[src/rtl/bg_layer_sequencer_pkg.sv]
// Shared definitions for the background layer sequencer: state encoding,
// register map indices, CTRL bit positions and the default layer count.
package bg_seq_pkg;

    localparam int DEFAULT_NUM_LAYERS = 3;

    typedef enum logic [1:0] {
        ST_IDLE  = 2'd0,
        ST_SYNC  = 2'd1,
        ST_SHOW  = 2'd2,
        ST_BLANK = 2'd3
    } state_e;

    localparam logic [1:0] REG_CTRL   = 2'd0;
    localparam logic [1:0] REG_DWELL  = 2'd1;
    localparam logic [1:0] REG_SPEED  = 2'd2;
    localparam logic [1:0] REG_STATUS = 2'd3;

    localparam int CTRL_RUN      = 0;
    localparam int CTRL_AUTO     = 1;
    localparam int CTRL_START_LO = 2;
    localparam int CTRL_START_HI = 3;
    localparam int CTRL_IRQ_EN   = 4;
    localparam int CTRL_W        = 5;

    // Round-robin successor of a layer index.
    function automatic logic [1:0] next_layer(input logic [1:0] cur, input logic [1:0] last);
        return (cur == last) ? 2'd0 : cur + 2'd1;
    endfunction

endpackage

[src/rtl/bg_layer_sequencer_if.sv]
// Software register port of the background layer sequencer: write strobe,
// index and data, plus combinational read-back.
interface bg_layer_sequencer_if;
    logic        cfg_wr;
    logic [1:0]  cfg_addr;
    logic [15:0] cfg_wdata;
    logic [15:0] cfg_rdata;

    modport master (output cfg_wr, output cfg_addr, output cfg_wdata, input cfg_rdata);
    modport slave  (input cfg_wr, input cfg_addr, input cfg_wdata, output cfg_rdata);
endinterface

[src/rtl/bg_layer_sequencer_frame_tick.sv]
// Frame boundary detector: one-cycle tick on the leading edge of vsync into
// its active level.
module bg_frame_tick #(
    parameter bit VSYNC_POL = 1'b1
) (
    input  logic clk,
    input  logic rst_n,
    input  logic vsync,
    output logic tick
);

    logic vsync_q;

    // Resetting to the active level suppresses a spurious tick when vsync is
    // already asserted as reset is released.
    always_ff @(posedge clk or negedge rst_n) begin
        if (!rst_n) begin
            vsync_q <= VSYNC_POL;
        end else begin
            vsync_q <= vsync;
        end
    end

    assign tick = (vsync == VSYNC_POL) && (vsync_q != VSYNC_POL);

endmodule

[src/rtl/bg_layer_sequencer.sv]
// Frame-synchronous background layer sequencer: layer select, per-frame scroll
// and auto-cycling with blank frames. BG_SEQ_SCROLL_Y_EN enables vertical scroll.
module bg_layer_sequencer
    import bg_seq_pkg::*;
#(
    parameter int NUM_LAYERS   = DEFAULT_NUM_LAYERS,
    parameter int SCROLL_W     = 11,
    parameter int BLANK_FRAMES = 2,
    parameter bit VSYNC_POL    = 1'b1
) (
    input  logic                  clk,
    input  logic                  rst_n,
    bg_layer_sequencer_if.slave   cfg,
    input  logic                  vsync,
    input  logic                  irq_clr,
    output logic                  vga_en,
    output logic [NUM_LAYERS-1:0] layer_sel,
    output logic [SCROLL_W-1:0]   scroll_x,
    output logic [SCROLL_W-1:0]   scroll_y,
    output logic                  frame_irq
);

    localparam logic [1:0] LAST_LAYER = 2'(NUM_LAYERS - 1);
    localparam logic [7:0] BLANK_LAST = 8'(BLANK_FRAMES - 1);
`ifdef BG_SEQ_SCROLL_Y_EN
    localparam int SPEED_W = 8;
`else
    localparam int SPEED_W = 4;
`endif

    logic                tick;
    logic [CTRL_W-1:0]   ctrl_q;
    logic [7:0]          dwell_q;
    logic [SPEED_W-1:0]  speed_q;
    state_e              state_q, state_d;
    logic [1:0]          layer_q, layer_d;
    logic [7:0]          frame_cnt_q, frame_cnt_d;
    logic [SCROLL_W-1:0] scroll_x_q, scroll_x_d;
`ifdef BG_SEQ_SCROLL_Y_EN
    logic [SCROLL_W-1:0] scroll_y_q, scroll_y_d;
`endif
    logic                irq_q, irq_d, irq_set;
    logic                run, auto_cycle, irq_en, show_act;
    logic [1:0]          start_raw, start_layer;

    bg_frame_tick #(.VSYNC_POL(VSYNC_POL)) u_frame_tick (
        .clk   (clk),
        .rst_n (rst_n),
        .vsync (vsync),
        .tick  (tick)
    );

    always_ff @(posedge clk or negedge rst_n) begin
        if (!rst_n) begin
            ctrl_q  <= '0;
            dwell_q <= '0;
            speed_q <= '0;
        end else if (cfg.cfg_wr) begin
            case (cfg.cfg_addr)
                REG_CTRL:  ctrl_q  <= cfg.cfg_wdata[CTRL_W-1:0];
                REG_DWELL: dwell_q <= cfg.cfg_wdata[7:0];
                REG_SPEED: speed_q <= cfg.cfg_wdata[SPEED_W-1:0];
                default:   ;
            endcase
        end
    end

    assign run         = ctrl_q[CTRL_RUN];
    assign auto_cycle  = ctrl_q[CTRL_AUTO];
    assign irq_en      = ctrl_q[CTRL_IRQ_EN];
    assign start_raw   = ctrl_q[CTRL_START_HI:CTRL_START_LO];
    assign start_layer = (start_raw > LAST_LAYER) ? 2'd0 : start_raw;

    // FSM state register
    always_ff @(posedge clk or negedge rst_n) begin
        if (!rst_n) begin
            state_q     <= ST_IDLE;
            layer_q     <= '0;
            frame_cnt_q <= '0;
            scroll_x_q  <= '0;
`ifdef BG_SEQ_SCROLL_Y_EN
            scroll_y_q  <= '0;
`endif
            irq_q       <= 1'b0;
        end else begin
            state_q     <= state_d;
            layer_q     <= layer_d;
            frame_cnt_q <= frame_cnt_d;
            scroll_x_q  <= scroll_x_d;
`ifdef BG_SEQ_SCROLL_Y_EN
            scroll_y_q  <= scroll_y_d;
`endif
            irq_q       <= irq_d;
        end
    end

    // FSM next state; the scroll step is SPEED as sampled at the tick itself,
    // so a mid-frame write is applied from the next frame boundary.
    always_comb begin
        state_d     = state_q;
        layer_d     = layer_q;
        frame_cnt_d = frame_cnt_q;
        scroll_x_d  = scroll_x_q;
`ifdef BG_SEQ_SCROLL_Y_EN
        scroll_y_d  = scroll_y_q;
`endif
        irq_set     = 1'b0;
        if (!run) begin
            state_d     = ST_IDLE;
            frame_cnt_d = '0;
        end else begin
            case (state_q)
                ST_IDLE: begin
                    state_d     = ST_SYNC;
                    frame_cnt_d = '0;
                end
                ST_SYNC: if (tick) begin
                    layer_d     = start_layer;
                    scroll_x_d  = '0;
`ifdef BG_SEQ_SCROLL_Y_EN
                    scroll_y_d  = '0;
`endif
                    frame_cnt_d = '0;
                    state_d     = ST_SHOW;
                end
                ST_SHOW: if (tick) begin
                    scroll_x_d = scroll_x_q + SCROLL_W'(speed_q[3:0]);
`ifdef BG_SEQ_SCROLL_Y_EN
                    scroll_y_d = scroll_y_q + SCROLL_W'(speed_q[7:4]);
`endif
                    if (auto_cycle && (dwell_q != 8'd0) && (frame_cnt_q == dwell_q - 8'd1)) begin
                        frame_cnt_d = '0;
                        state_d     = ST_BLANK;
                    end else begin
                        frame_cnt_d = frame_cnt_q + 8'd1;
                    end
                end
                ST_BLANK: if (tick) begin
                    if (frame_cnt_q == BLANK_LAST) begin
                        layer_d     = next_layer(layer_q, LAST_LAYER);
                        frame_cnt_d = '0;
                        state_d     = ST_SHOW;
                        irq_set     = irq_en;
                    end else begin
                        frame_cnt_d = frame_cnt_q + 8'd1;
                    end
                end
                default: state_d = ST_IDLE;
            endcase
        end
        irq_d = irq_set | (irq_q & ~irq_clr);
    end

    // FSM outputs; gating on run blanks the display in the same cycle run drops
    always_comb begin
        vga_en    = run && (state_q != ST_IDLE);
        show_act  = run && (state_q == ST_SHOW);
        scroll_x  = scroll_x_q;
        frame_irq = irq_q;
    end

`ifdef BG_SEQ_SCROLL_Y_EN
    assign scroll_y = scroll_y_q;
`else
    assign scroll_y = '0;
`endif

    generate
        for (genvar gi = 0; gi < NUM_LAYERS; gi++) begin : g_sel
            assign layer_sel[gi] = show_act && (layer_q == 2'(gi));
        end
    endgenerate

    always_comb begin
        cfg.cfg_rdata = '0;
        case (cfg.cfg_addr)
            REG_CTRL:   cfg.cfg_rdata[CTRL_W-1:0]  = ctrl_q;
            REG_DWELL:  cfg.cfg_rdata[7:0]         = dwell_q;
            REG_SPEED:  cfg.cfg_rdata[SPEED_W-1:0] = speed_q;
            REG_STATUS: begin
                cfg.cfg_rdata[1:0]  = state_q;
                cfg.cfg_rdata[3:2]  = layer_q;
                cfg.cfg_rdata[11:4] = frame_cnt_q;
            end
            default: cfg.cfg_rdata = '0;
        endcase
    end

endmodule
[src/flat_wrapper.sv]
// flat-port wrapper written by rule: the top's interface ports become plain ports
module bg_layer_sequencer_flat import bg_seq_pkg::*;
#(
    parameter int NUM_LAYERS   = DEFAULT_NUM_LAYERS,
    parameter int SCROLL_W     = 11,
    parameter int BLANK_FRAMES = 2,
    parameter bit VSYNC_POL    = 1'b1
)
  (clk, rst_n, vsync, irq_clr, vga_en, layer_sel, scroll_x, scroll_y, frame_irq, cfg_cfg_wr, cfg_cfg_addr, cfg_cfg_wdata, cfg_cfg_rdata);
  bg_layer_sequencer_if cfg_i ();
  input  logic clk;
  input  logic rst_n;
  input  logic vsync;
  input  logic irq_clr;
  output logic vga_en;
  output logic [NUM_LAYERS-1:0] layer_sel;
  output logic [SCROLL_W-1:0] scroll_x;
  output logic [SCROLL_W-1:0] scroll_y;
  output logic frame_irq;
  input wire logic [$bits(cfg_i.cfg_wr)-1:0] cfg_cfg_wr;
  input wire logic [$bits(cfg_i.cfg_addr)-1:0] cfg_cfg_addr;
  input wire logic [$bits(cfg_i.cfg_wdata)-1:0] cfg_cfg_wdata;
  output wire logic [$bits(cfg_i.cfg_rdata)-1:0] cfg_cfg_rdata;
  assign cfg_i.cfg_wr = cfg_cfg_wr;
  assign cfg_i.cfg_addr = cfg_cfg_addr;
  assign cfg_i.cfg_wdata = cfg_cfg_wdata;
  assign cfg_cfg_rdata = cfg_i.cfg_rdata;
  bg_layer_sequencer #(.NUM_LAYERS(NUM_LAYERS), .SCROLL_W(SCROLL_W), .BLANK_FRAMES(BLANK_FRAMES), .VSYNC_POL(VSYNC_POL)) u_core (.clk(clk), .rst_n(rst_n), .cfg(cfg_i), .vsync(vsync), .irq_clr(irq_clr), .vga_en(vga_en), .layer_sel(layer_sel), .scroll_x(scroll_x), .scroll_y(scroll_y), .frame_irq(frame_irq));
endmodule
[config.mk]
export PLATFORM = sky130hd
export DESIGN_NAME = bg_layer_sequencer_flat
export DESIGN_NICKNAME = d
export VERILOG_FILES = /design/src/rtl/bg_layer_sequencer_pkg.sv /design/src/rtl/bg_layer_sequencer_if.sv /design/src/rtl/bg_layer_sequencer_frame_tick.sv /design/src/rtl/bg_layer_sequencer.sv /design/src/flat_wrapper.sv
export SDC_FILE = /design/constraint.sdc
export NUM_CORES = 1
export LEC_CHECK = 0
export BUFFER_PORTS_ARGS = -buffer_cell sky130_fd_sc_hd__buf_4
export CORE_ASPECT_RATIO = 1.1
export CORE_MARGIN = 3
export CORE_UTILIZATION = 49
export CTS_CLUSTER_SIZE = 30
export DETAILED_ROUTE_END_ITERATION = 12
export GPL_TIMING_DRIVEN = 1
export PLACE_DENSITY = 0.77
export SETUP_SLACK_MARGIN = 0.3
export SYNTH_ARGS = -nofsm -noshare
export SYNTH_HDL_FRONTEND = slang
export SYNTH_SLANG_ARGS = --single-unit
[constraint.sdc]
create_clock -name clk -period 2.2 [get_ports clk]
set_clock_uncertainty 0.05 [all_clocks]
set_input_delay 0.11 -clock clk [delete_from_list [all_inputs] [get_ports clk]]
set_output_delay 0.11 -clock clk [all_outputs]
set_load 0.05 [all_outputs]
==> results of run 1 <==
final cells by class:
type	instances	area, µm²
multi-input cells	217	1830
inverters	10	40.0
flip-flops and latches	42	1060
well taps	75	93.8
fillers	402	1590
clock buffers	8	90.1
repair buffers	91	729
logic make-up (layout without fill, tap and decap cells):
kind of cell | after synthesis | after routing | synth area share [%]
AND/OR/NAND/NOR | 104 | 104 | 19.9
AO/OA/AOI/OAI | 43 | 43 | 11.8
flip-flops | 42 | 42 | 37.9
buffers and inverters | 36 | 109 | 7.35
multiplexers | 24 | 24 | 11.2
XOR/XNOR | 19 | 19 | 6.00
adder cells (fa/ha/maj) | 12 | 12 | 5.68
other | 1 | 15 | 0.135
power groups by stage:
stage	registers, mW	clock network, mW	logic (mW)
3_3_place_gp	1.10	0	1.33
5_1_grt	1.12	0.563	1.89
4_1_cts	1.09	0.531	1.63
3_5_place_dp	1.11	0	1.37
2_1_floorplan	1.21	0	0.875
6_report	1.10	0.517	1.75
worst max-delay path, stage by stage (launching register included):
cell and delay, ps:
sky130_fd_sc_hd__dfrtp_1 380, sky130_fd_sc_hd__inv_1 90, sky130_fd_sc_hd__ha_4 130, sky130_fd_sc_hd__nor4b_4 190, sky130_fd_sc_hd__buf_4 160, sky130_fd_sc_hd__nor3_4 40, sky130_fd_sc_hd__o311ai_4 310, sky130_fd_sc_hd__nor3_2 70
sky130_fd_sc_hd__a21o_4 240, sky130_fd_sc_hd__or2_1 230, sky130_fd_sc_hd__o311ai_2 210
cells in the mapped netlist, types with 2 or more instances:
library cell / number / area share [%]
sky130_fd_sc_hd__a211oi_1: 3 / 0.81
sky130_fd_sc_hd__a21o_1: 2 / 0.54
sky130_fd_sc_hd__a21oi_1: 6 / 1.1
sky130_fd_sc_hd__a22o_1: 4 / 1.3
sky130_fd_sc_hd__and3_1: 10 / 2.3
sky130_fd_sc_hd__buf_4: 16 / 4.3
sky130_fd_sc_hd__clkbuf_1: 7 / 0.95
sky130_fd_sc_hd__dfrtp_1: 41 / 37
sky130_fd_sc_hd__ha_1: 11 / 5.0
sky130_fd_sc_hd__inv_1: 10 / 1.4
sky130_fd_sc_hd__mux2_2: 16 / 6.5
sky130_fd_sc_hd__mux2i_1: 4 / 1.4
sky130_fd_sc_hd__mux4_2: 4 / 3.2
sky130_fd_sc_hd__nand2_1: 22 / 3.0
sky130_fd_sc_hd__nand2b_1: 2 / 0.45
sky130_fd_sc_hd__nand3_1: 7 / 1.3
sky130_fd_sc_hd__nand3b_1: 4 / 1.1
sky130_fd_sc_hd__nand4_1: 2 / 0.45
sky130_fd_sc_hd__nor2_1: 21 / 2.8
sky130_fd_sc_hd__nor2b_1: 8 / 1.8
sky130_fd_sc_hd__nor3_1: 14 / 2.5
sky130_fd_sc_hd__nor3b_1: 3 / 0.81
sky130_fd_sc_hd__o211a_1: 2 / 0.72
sky130_fd_sc_hd__o21ai_0: 12 / 2.2
sky130_fd_sc_hd__o21bai_1: 2 / 0.54
sky130_fd_sc_hd__o22ai_1: 2 / 0.45
sky130_fd_sc_hd__xnor2_1: 6 / 1.9
sky130_fd_sc_hd__xor2_1: 13 / 4.1
routing by layer:
layer	vias up	part of all wire [%]
met3	9	4.4
met2	67	52
met1	1166	43
li1	1134	-
met5	-	0
met4	0	0.87
flip-flops by register name, indices dropped and copies added, names as in the netlist:
signal	count
u_core.scroll_x	11
u_core.dwell_q	8
u_core.frame_cnt_q	8
u_core.ctrl_q	5
u_core.speed_q	4
u_core.layer_q	2
u_core.state_q	2
u_core.frame_irq	1
u_core.u_frame_tick.vsync_q	1
stage by stage:
step                      setup slack [ps]  power [mW]  area, µm²
final                                -19.8        3.37       3840
after global placement                22.9        2.43       3260
after global routing                  -166        3.57       3840
after CTS                            -36.6        3.25       3710
after detailed placement             -29.1        2.47       3260
after floorplan                      -78.0        2.09       2880
cell usage in the layout, fill, tap and decap left out, types with 2 or more instances in the layout:
cell type / netlist / routed
sky130_fd_sc_hd__nand3_2: 0 / 2
sky130_fd_sc_hd__ha_1: 11 / 7
sky130_fd_sc_hd__a21oi_1: 6 / 4
sky130_fd_sc_hd__clkbuf_8: 0 / 6
sky130_fd_sc_hd__nor3b_1: 3 / 2
sky130_fd_sc_hd__dfrtp_1: 41 / 37
sky130_fd_sc_hd__dlygate4sd3_1: 0 / 8
sky130_fd_sc_hd__a211oi_2: 1 / 3
sky130_fd_sc_hd__nor3_2: 1 / 5
sky130_fd_sc_hd__buf_4: 16 / 77
sky130_fd_sc_hd__nand4_1: 2 / 2
sky130_fd_sc_hd__buf_6: 1 / 5
sky130_fd_sc_hd__o21ai_0: 12 / 4
sky130_fd_sc_hd__nand2_2: 0 / 2
sky130_fd_sc_hd__clkbuf_1: 7 / 2
sky130_fd_sc_hd__nor3_1: 14 / 8
sky130_fd_sc_hd__a21o_1: 2 / 2
sky130_fd_sc_hd__xor2_1: 13 / 12
sky130_fd_sc_hd__nand3b_1: 4 / 4
sky130_fd_sc_hd__inv_1: 10 / 7
sky130_fd_sc_hd__xnor2_1: 6 / 5
sky130_fd_sc_hd__conb_1: 1 / 15
sky130_fd_sc_hd__nand2_1: 22 / 19
sky130_fd_sc_hd__o21ai_2: 0 / 4
sky130_fd_sc_hd__nor3_4: 0 / 2
sky130_fd_sc_hd__a21oi_2: 0 / 2
sky130_fd_sc_hd__ha_4: 0 / 3
sky130_fd_sc_hd__o21ai_1: 0 / 4
sky130_fd_sc_hd__nor2_2: 0 / 2
sky130_fd_sc_hd__nand2b_1: 2 / 2
sky130_fd_sc_hd__mux2i_1: 4 / 4
sky130_fd_sc_hd__and3_1: 10 / 9
sky130_fd_sc_hd__nor2b_1: 8 / 8
sky130_fd_sc_hd__a22o_1: 4 / 4
sky130_fd_sc_hd__dfrtp_2: 0 / 4
sky130_fd_sc_hd__nor2_1: 21 / 18
sky130_fd_sc_hd__mux2_2: 16 / 16
sky130_fd_sc_hd__mux4_2: 4 / 4
sky130_fd_sc_hd__nand3_1: 7 / 5
sky130_fd_sc_hd__inv_2: 0 / 2
worst max path at each step:
stage                                   from                                 to  slack (ps)
2_1_floorplan  u_core.dwell_q[0]$_DFFE_PN0P_  u_core.frame_cnt_q[6]$_DFFE_PN0P_         -80
4_1_cts        u_core.dwell_q[0]$_DFFE_PN0P_  u_core.frame_cnt_q[6]$_DFFE_PN0P_         -40
5_1_grt        u_core.dwell_q[0]$_DFFE_PN0P_  u_core.frame_cnt_q[6]$_DFFE_PN0P_        -170
3_3_place_gp   u_core.dwell_q[0]$_DFFE_PN0P_  u_core.frame_cnt_q[6]$_DFFE_PN0P_          20
3_5_place_dp   u_core.dwell_q[0]$_DFFE_PN0P_  u_core.frame_cnt_q[6]$_DFFE_PN0P_         -30
6_report       u_core.dwell_q[1]$_DFFE_PN0P_  u_core.frame_cnt_q[6]$_DFFE_PN0P_         -20
timing repair:
action | 4_1_cts | 5_1_grt
resized for setup | 40 | 20
buffers inserted | 16 | 6
hold buffers | 7 | 1
pin swaps | 17 | 15
setup endpoints to repair | 19 | 19
endpoints found under the hold margin | 47 | 1
==> results list, run 1 <==
- Syn Inst Count: 281
* Number of warnings reported in the yosys synthesis log: 0
- Setup-violating endpoint count in the final report: 2
* Async set or reset register ratio after synthesis: 100%
- After the flow finishes, the layout carries non-filler instances totaling 443.
- Violations in the final reports: negative setup slack
* Slew @ Worst Pin: 545 ps
- Fraction of final layout cells sized beyond drive strength 1: 44.6%
- Routed vias/inst: 5.36
- GRT Max-Usage Layer: met2
- Worst reg2reg path endpoint: u_core.frame_cnt_q[6]$_DFFE_PN0P_
- Sinks on the clock net: 42
* Switching power summed over all nets: 1.44 mW
- Startpoint kind of the worst setup timing path: register
- Startpoint of the lowest-slack hold path: cfg_cfg_wdata[1]
- CTS placed an instance of sky130_fd_sc_hd__clkbuf_8 at the clock tree root.
- Setup total negative slack on the finished layout was measured at -38.0 ps.
* Wire length of the first global-routing pass: 11,400 µm
- For this run, design rule violations remaining after detail routing come to 0.
- The detail route stage leaves a number of antenna-violating nets equal to 0.
- # placed instances: 405
- Vias in the first global route: 2,333
* Vert. Die Dim: 84.9 µm
* Classification of the worst-slack hold path: input port to register
- After layout, the worst path uses 101% of the clock period.
- After layout, the worst setup slack is -19.8 ps.
* Setup crit end kind: register
- Final Routed Wirelength: 7030 µm
* Yosys cell types: 55
- The net count of the finished layout is 402.
* Logic pwr share: 52.0%
- HPWL reported at the end of detailed placement: 4610 µm
- Clock Power Share: 15.4%
- Along the worst path, the maximum fanout reaches 4.
- Total number of H-tree levels: 2
* Number of maximum-capacitance constraint violations: 0
- All-layer global routing usage: 21.5%
* Global-route track usage on met3: 4.56%
- In this run the tool buffered the top-level ports with 42 buffer cells.
* Row count: 28
* Met1 demand-to-capacity share in global routing: 27.9%
* Start of the worst register-to-register path: u_core.dwell_q[1]$_DFFE_PN0P_
- The final hold violation count came to 0.
- Once the floorplan was initialized, standard cells occupied 51.1% of the core.
- Power density normalized to cell area: 876 mW/mm²
- Share of the yosys chip area belonging to registers: 37.9%
* Number of buffers created by CTS: 5
- Mapped Avg Cell Area: 9.88 µm²
- The critical path is of the register to register type.
- The path with the worst hold slack has its endpoint at u_core.dwell_q[1]$_DFFE_PN0P_.
- The total count of max-transition violations in the final report came to 0.
- Result of the run: finished with violations
- Clock transition at path regs: 80 ps
- Fraction of the core area covered by cells at the end of the flow: 70.8%
* Antenna Cells: 0
- The analysis attributes to cell leakage a power of 1.80 nW.
- The internal portion of the total power is 1.93 mW.
- Wire length per cell: 15.9 µm
- Entering global routing, the biggest net connects 43 pins.
- Count of flip-flops with a built-in enable after synthesis: 0
* Placeable core area: 0.00543 mm²
- The congestion estimate from routability-driven global placement came to 0.816.
* Main synth FF type: sky130_fd_sc_hd__dfrtp_1
- TritonCTS built the clock tree.
- Total via count after detailed routing: 2,376
- Setup repair after global routing could not meet its margin everywhere.
* Power share of the sequential group: 32.6%
* Normalized max-slew margin: 63.6%
- Timing would allow up to 450 MHz.
- DR pass1 iterations: 6
- Fraction of met2 tracks used by global routing: 36.5%
- GRT Residual Overflow: 0
* Switching part of the total power: 42.7%
* Critical Path AT: 2370 ps
* Hold path cells: 2
- Total I/O pin count: 66
* Width of the die: 77.8 µm
* Synthesis-to-layout area growth: 38.5%
* Clock latency of the later-clocked register in the worst-skew pair: 300 ps
- The worst register-to-register path has a depth of 10.
- The clock passes through at most 2 buffers.
- Across the VDD grid, the largest voltage drop is 0.671 mV.
* Die area: 0.00660 mm²
- Worst EP required: 2350 ps
* Setup slack of the most critical reg-to-reg path: -20 ps
* Initial antenna violation count: 0
- Final critical path time including I/O delays and setup: 2220 ps
- The synthesized design contains 42 register bits.
- Synth Cell Area: 0.00278 mm²
* Final Hold Slack: 12.1 ps
* Starting DRC count in detailed routing: 85
No activity file was read; power rests on OpenSTA's default activity.
==> run 2: changes to the inputs <==
- ABC_AREA: not set -> 1
- CORE_UTILIZATION: 49 -> 40
- GPL_ROUTABILITY_DRIVEN: not set -> 0
- PLACE_DENSITY: 0.77 -> not set
==> run 2 against run 1 <==
Net effect:
- the run now ends clean
- count of clock-buffer cells in the layout is 3 lower
- setup slack better by 390 ps
- register-to-register slack better by 390 ps
- synthesized cell count is 43% higher
- sequential share of layout area is 2.1 points higher
- critical path type unchanged
- largest power group unchanged
==> results list, run 2 <==
- The flow ran to the end, and the final reports show no timing, DRC or antenna violations.
- Wires add up to 7200 µm.
* Number of hold violations in the final report: 0
- Number of maximum-capacitance constraint violations: 0
* Synthesis-to-layout area growth: 22.6%
- Slew Limit Fails: 0
- Before antenna repair, the detailed router went through 4 iterations.
* DRT antenna net count: 0
* Power density normalized to cell area: 849 mW/mm²
- The worst register-to-register path ends at u_core.frame_cnt_q[1]$_DFFE_PN0P_.
- Across the VDD grid, the largest voltage drop is 0.557 mV.
- # placed instances: 523
- The tree built by TritonCTS fans out to 42 sinks.
* TritonCTS clock tree: built
- Most frequent cells in the layout: 119 x sky130_fd_sc_hd__nand2_1, 54 x sky130_fd_sc_hd__buf_4, 39 x sky130_fd_sc_hd__dfrtp_1, 37 x sky130_fd_sc_hd__inv_1, 36 x sky130_fd_sc_hd__nor2_1
- Setup slack of the most critical reg-to-reg path: 370 ps
- Summed over all instances, the cell type with the most area after synthesis is sky130_fd_sc_hd__dfrtp_1.
- Pin count of the biggest net entering global routing: 43
- The die is 95.5 µm tall.
* Mapped Avg Cell Area: 7.22 µm²
* Max Freq: 546 MHz
* Starting density of the core: 42.6%
- Slew @ Worst Pin: 556 ps
- In this run the tool buffered the top-level ports with 42 buffer cells.
* Initial antenna violation count: 0
- Among all flip-flop cells after synthesis, the most frequent one is sky130_fd_sc_hd__dfrtp_1.
- In this run the worst path has a maximum fanout of 9.
- HPWL reported at the end of detailed placement: 5400 µm
* Clk root buf: sky130_fd_sc_hd__clkbuf_8
- The core region is 0.00683 mm².
* Fraction of synthesized cell area taken by the top area cell type: 35.3%
* Wire length of the first global-routing pass: 11,800 µm
- Number of warnings reported in the yosys synthesis log: 0
- Measured against its own limit, the worst slew margin works out to 62.9%.
- Dividing the detail-routed wire length by the instance count gives 13.2 µm.
* Async set or reset register ratio after synthesis: 100%
* Startpoint of the most critical setup path: u_core.state_q[1]$_DFFE_PN0P_
* Clock transition at path regs: 80 ps
- Worst EP required: 2380 ps
* Critical Path AT: 2010 ps
- The worst register-to-register path has a depth of 11.
- Total via count after detailed routing: 2,663
- In the final design database the tool counted 496 nets.
- For the final routed database, the setup TNS stands at 0 ps.
- Leakage power summed over all cells: 1.77 nW
- By area the synthesized netlist is led by sky130_fd_sc_hd__dfrtp_1 35%, sky130_fd_sc_hd__nand2_1 16%, sky130_fd_sc_hd__inv_1 5.8%.
- Total number of H-tree levels: 2
* DRC Markers: 0
* Clock latency of the later-clocked register in the worst-skew pair: 290 ps
- STA classifies the critical path startpoint as a register.
- Of the cells placed in the final design, the portion with a size suffix greater than 1 is 24.9%.
* GRT Residual Overflow: 0
- The repair_antennas step left the layout with diodes totalling 0.
* Share of the cycle needed by the critical path after routing: 83.3%
* Number of buffers created by CTS: 5
- The synthesized netlist contains 40 unique library cells.
- Row count: 31
- All-layer global routing usage: 17.8%
* Die area: 0.00834 mm²
- 66 I/O pins were placed.
* Start of the worst register-to-register path: u_core.state_q[1]$_DFFE_PN0P_
- sky130_fd_sc_hd__nand2_1 is the most common cell in the netlist.
- The die is 87.3 µm wide.
- The critical path is of the register to register type.
- Setup crit end kind: register
- The register with the most flip-flops in the layout has 11 of them.
- Synth Cell Area: 0.00291 mm²
* Classification of the worst-slack hold path: input port to register
- The library cell used most frequently in the layout, excluding fill and tap cells, is sky130_fd_sc_hd__nand2_1.
* Maximum clock path buffer count: 2
* Starting DRC count in detailed routing: 107
* Count of flip-flops with a built-in enable after synthesis: 0
* Vias in the first global route: 2,494
- Share of the yosys chip area belonging to registers: 36.2%
* Count of placed standard cells in the final layout, fillers left out: 544
- After technology mapping, the gate count stands at 403.
- Using the TritonRoute via totals, the vias-per-cell ratio works out to 4.90.
- Counting flops and latches in the post-synthesis netlist gives 42.
- The routed design could run at a clock period as short as 1830 ps.
- Setup violations remaining at the end of the flow were counted as 0.
* Capture point of the worst path: u_core.frame_cnt_q[1]$_DFFE_PN0P_
* Leading post-synthesis cells by instance count: 122 x sky130_fd_sc_hd__nand2_1, 45 x sky130_fd_sc_hd__inv_1, 41 x sky130_fd_sc_hd__dfrtp_1
- Setup repair after global routing missed its margin: yes
## run 2: kinds of logic (layout without fill, tap and decap cells)
family | count (synthesis) | count (layout) | share of synthesized area, %
flip-flops | 42 | 42 | 36.2
buffers and inverters | 72 | 117 | 11.7
AO/OA/AOI/OAI | 47 | 47 | 10.3
XOR/XNOR | 14 | 14 | 4.21
other | 1 | 15 | 0.129
AND/OR/NAND/NOR | 215 | 215 | 32.1
adder cells (fa/ha/maj) | 12 | 12 | 5.42
## run 2: power breakdown
group,switching (mW),internal [mW],total (mW)
clock network,0.278,0.335,0.613
logic,0.888,0.468,1.36
registers,0.163,0.897,1.06
total,1.33,1.70,3.03
## run 2: repair_timing
| item | in CTS | in global routing |
|---|---|---|
| hold buffers | 3 | 0 |
| cloned | 0 | 0 |
| endpoints found under the hold margin | 43 | 0 |
| resized for setup | 7 | 21 |
| pin swaps | 1 | 11 |
| setup buffers | 2 | 8 |
| endpoints found under the setup margin | 13 | 19 |
## run 2: how the worst min path moves through the flow
stage | startpoint | to | depth (start not counted)
floorplan | rst_n | u_core.ctrl_q[0]$_DFFE_PN0P_ | 0
global placement | rst_n | u_core.dwell_q[7]$_DFFE_PN0P_ | 1
detailed placement | rst_n | u_core.dwell_q[7]$_DFFE_PN0P_ | 1
CTS | cfg_cfg_wdata[5] | u_core.dwell_q[5]$_DFFE_PN0P_ | 3
global route | cfg_cfg_wdata[5] | u_core.dwell_q[5]$_DFFE_PN0P_ | 3
finish | cfg_cfg_wdata[5] | u_core.dwell_q[5]$_DFFE_PN0P_ | 3
## run 2: cell type report
class                      instances  area, µm²
clock buffer                       5       68.8
clock inverter                     3       40.0
fill                             703       3260
inverter                          52        198
multi-input combinational        303       1670
sequential                        42       1050
tap                               82        103
timing repair buffer              57        435
## run 2: per-layer routing
metal | track usage [%] | up-vias | share of wire, %
met2 | 32.0 | 51 | 52
met5 | 0 | - | 0
met3 | 2.68 | 2 | 3.8
met1 | 22.5 | 1244 | 43
li1 | - | 1366 | -
met4 | 3.58 | 0 | 0.42
## run 2: worst max-delay path: stages, from the launching register on
cell                       delay, ps
sky130_fd_sc_hd__dfrtp_2         460
sky130_fd_sc_hd__ha_2            220
sky130_fd_sc_hd__nor2_2          190
sky130_fd_sc_hd__nor2_4           60
sky130_fd_sc_hd__o22ai_4         120
sky130_fd_sc_hd__inv_4            90
sky130_fd_sc_hd__a21oi_4         150
sky130_fd_sc_hd__inv_2            80
sky130_fd_sc_hd__or2_0           210
sky130_fd_sc_hd__clkinv_1         50
sky130_fd_sc_hd__nand2_1          40
sky130_fd_sc_hd__nand2_1          50
## run 2: per-stage QoR
step	hold WS [ps]	setup WS, ps	utilization [%]	area, µm²	total power [mW]
4_1_cts	6.62	307	50.6	3450	2.95
5_1_grt	4.86	203	52.3	3570	3.23
3_5_place_dp	97.7	150	47.9	3270	2.31
6_report	13.6	368	52.3	3570	3.03
3_3_place_gp	95.5	191	47.9	3270	2.29
2_1_floorplan	-236	315	-	2980	1.99
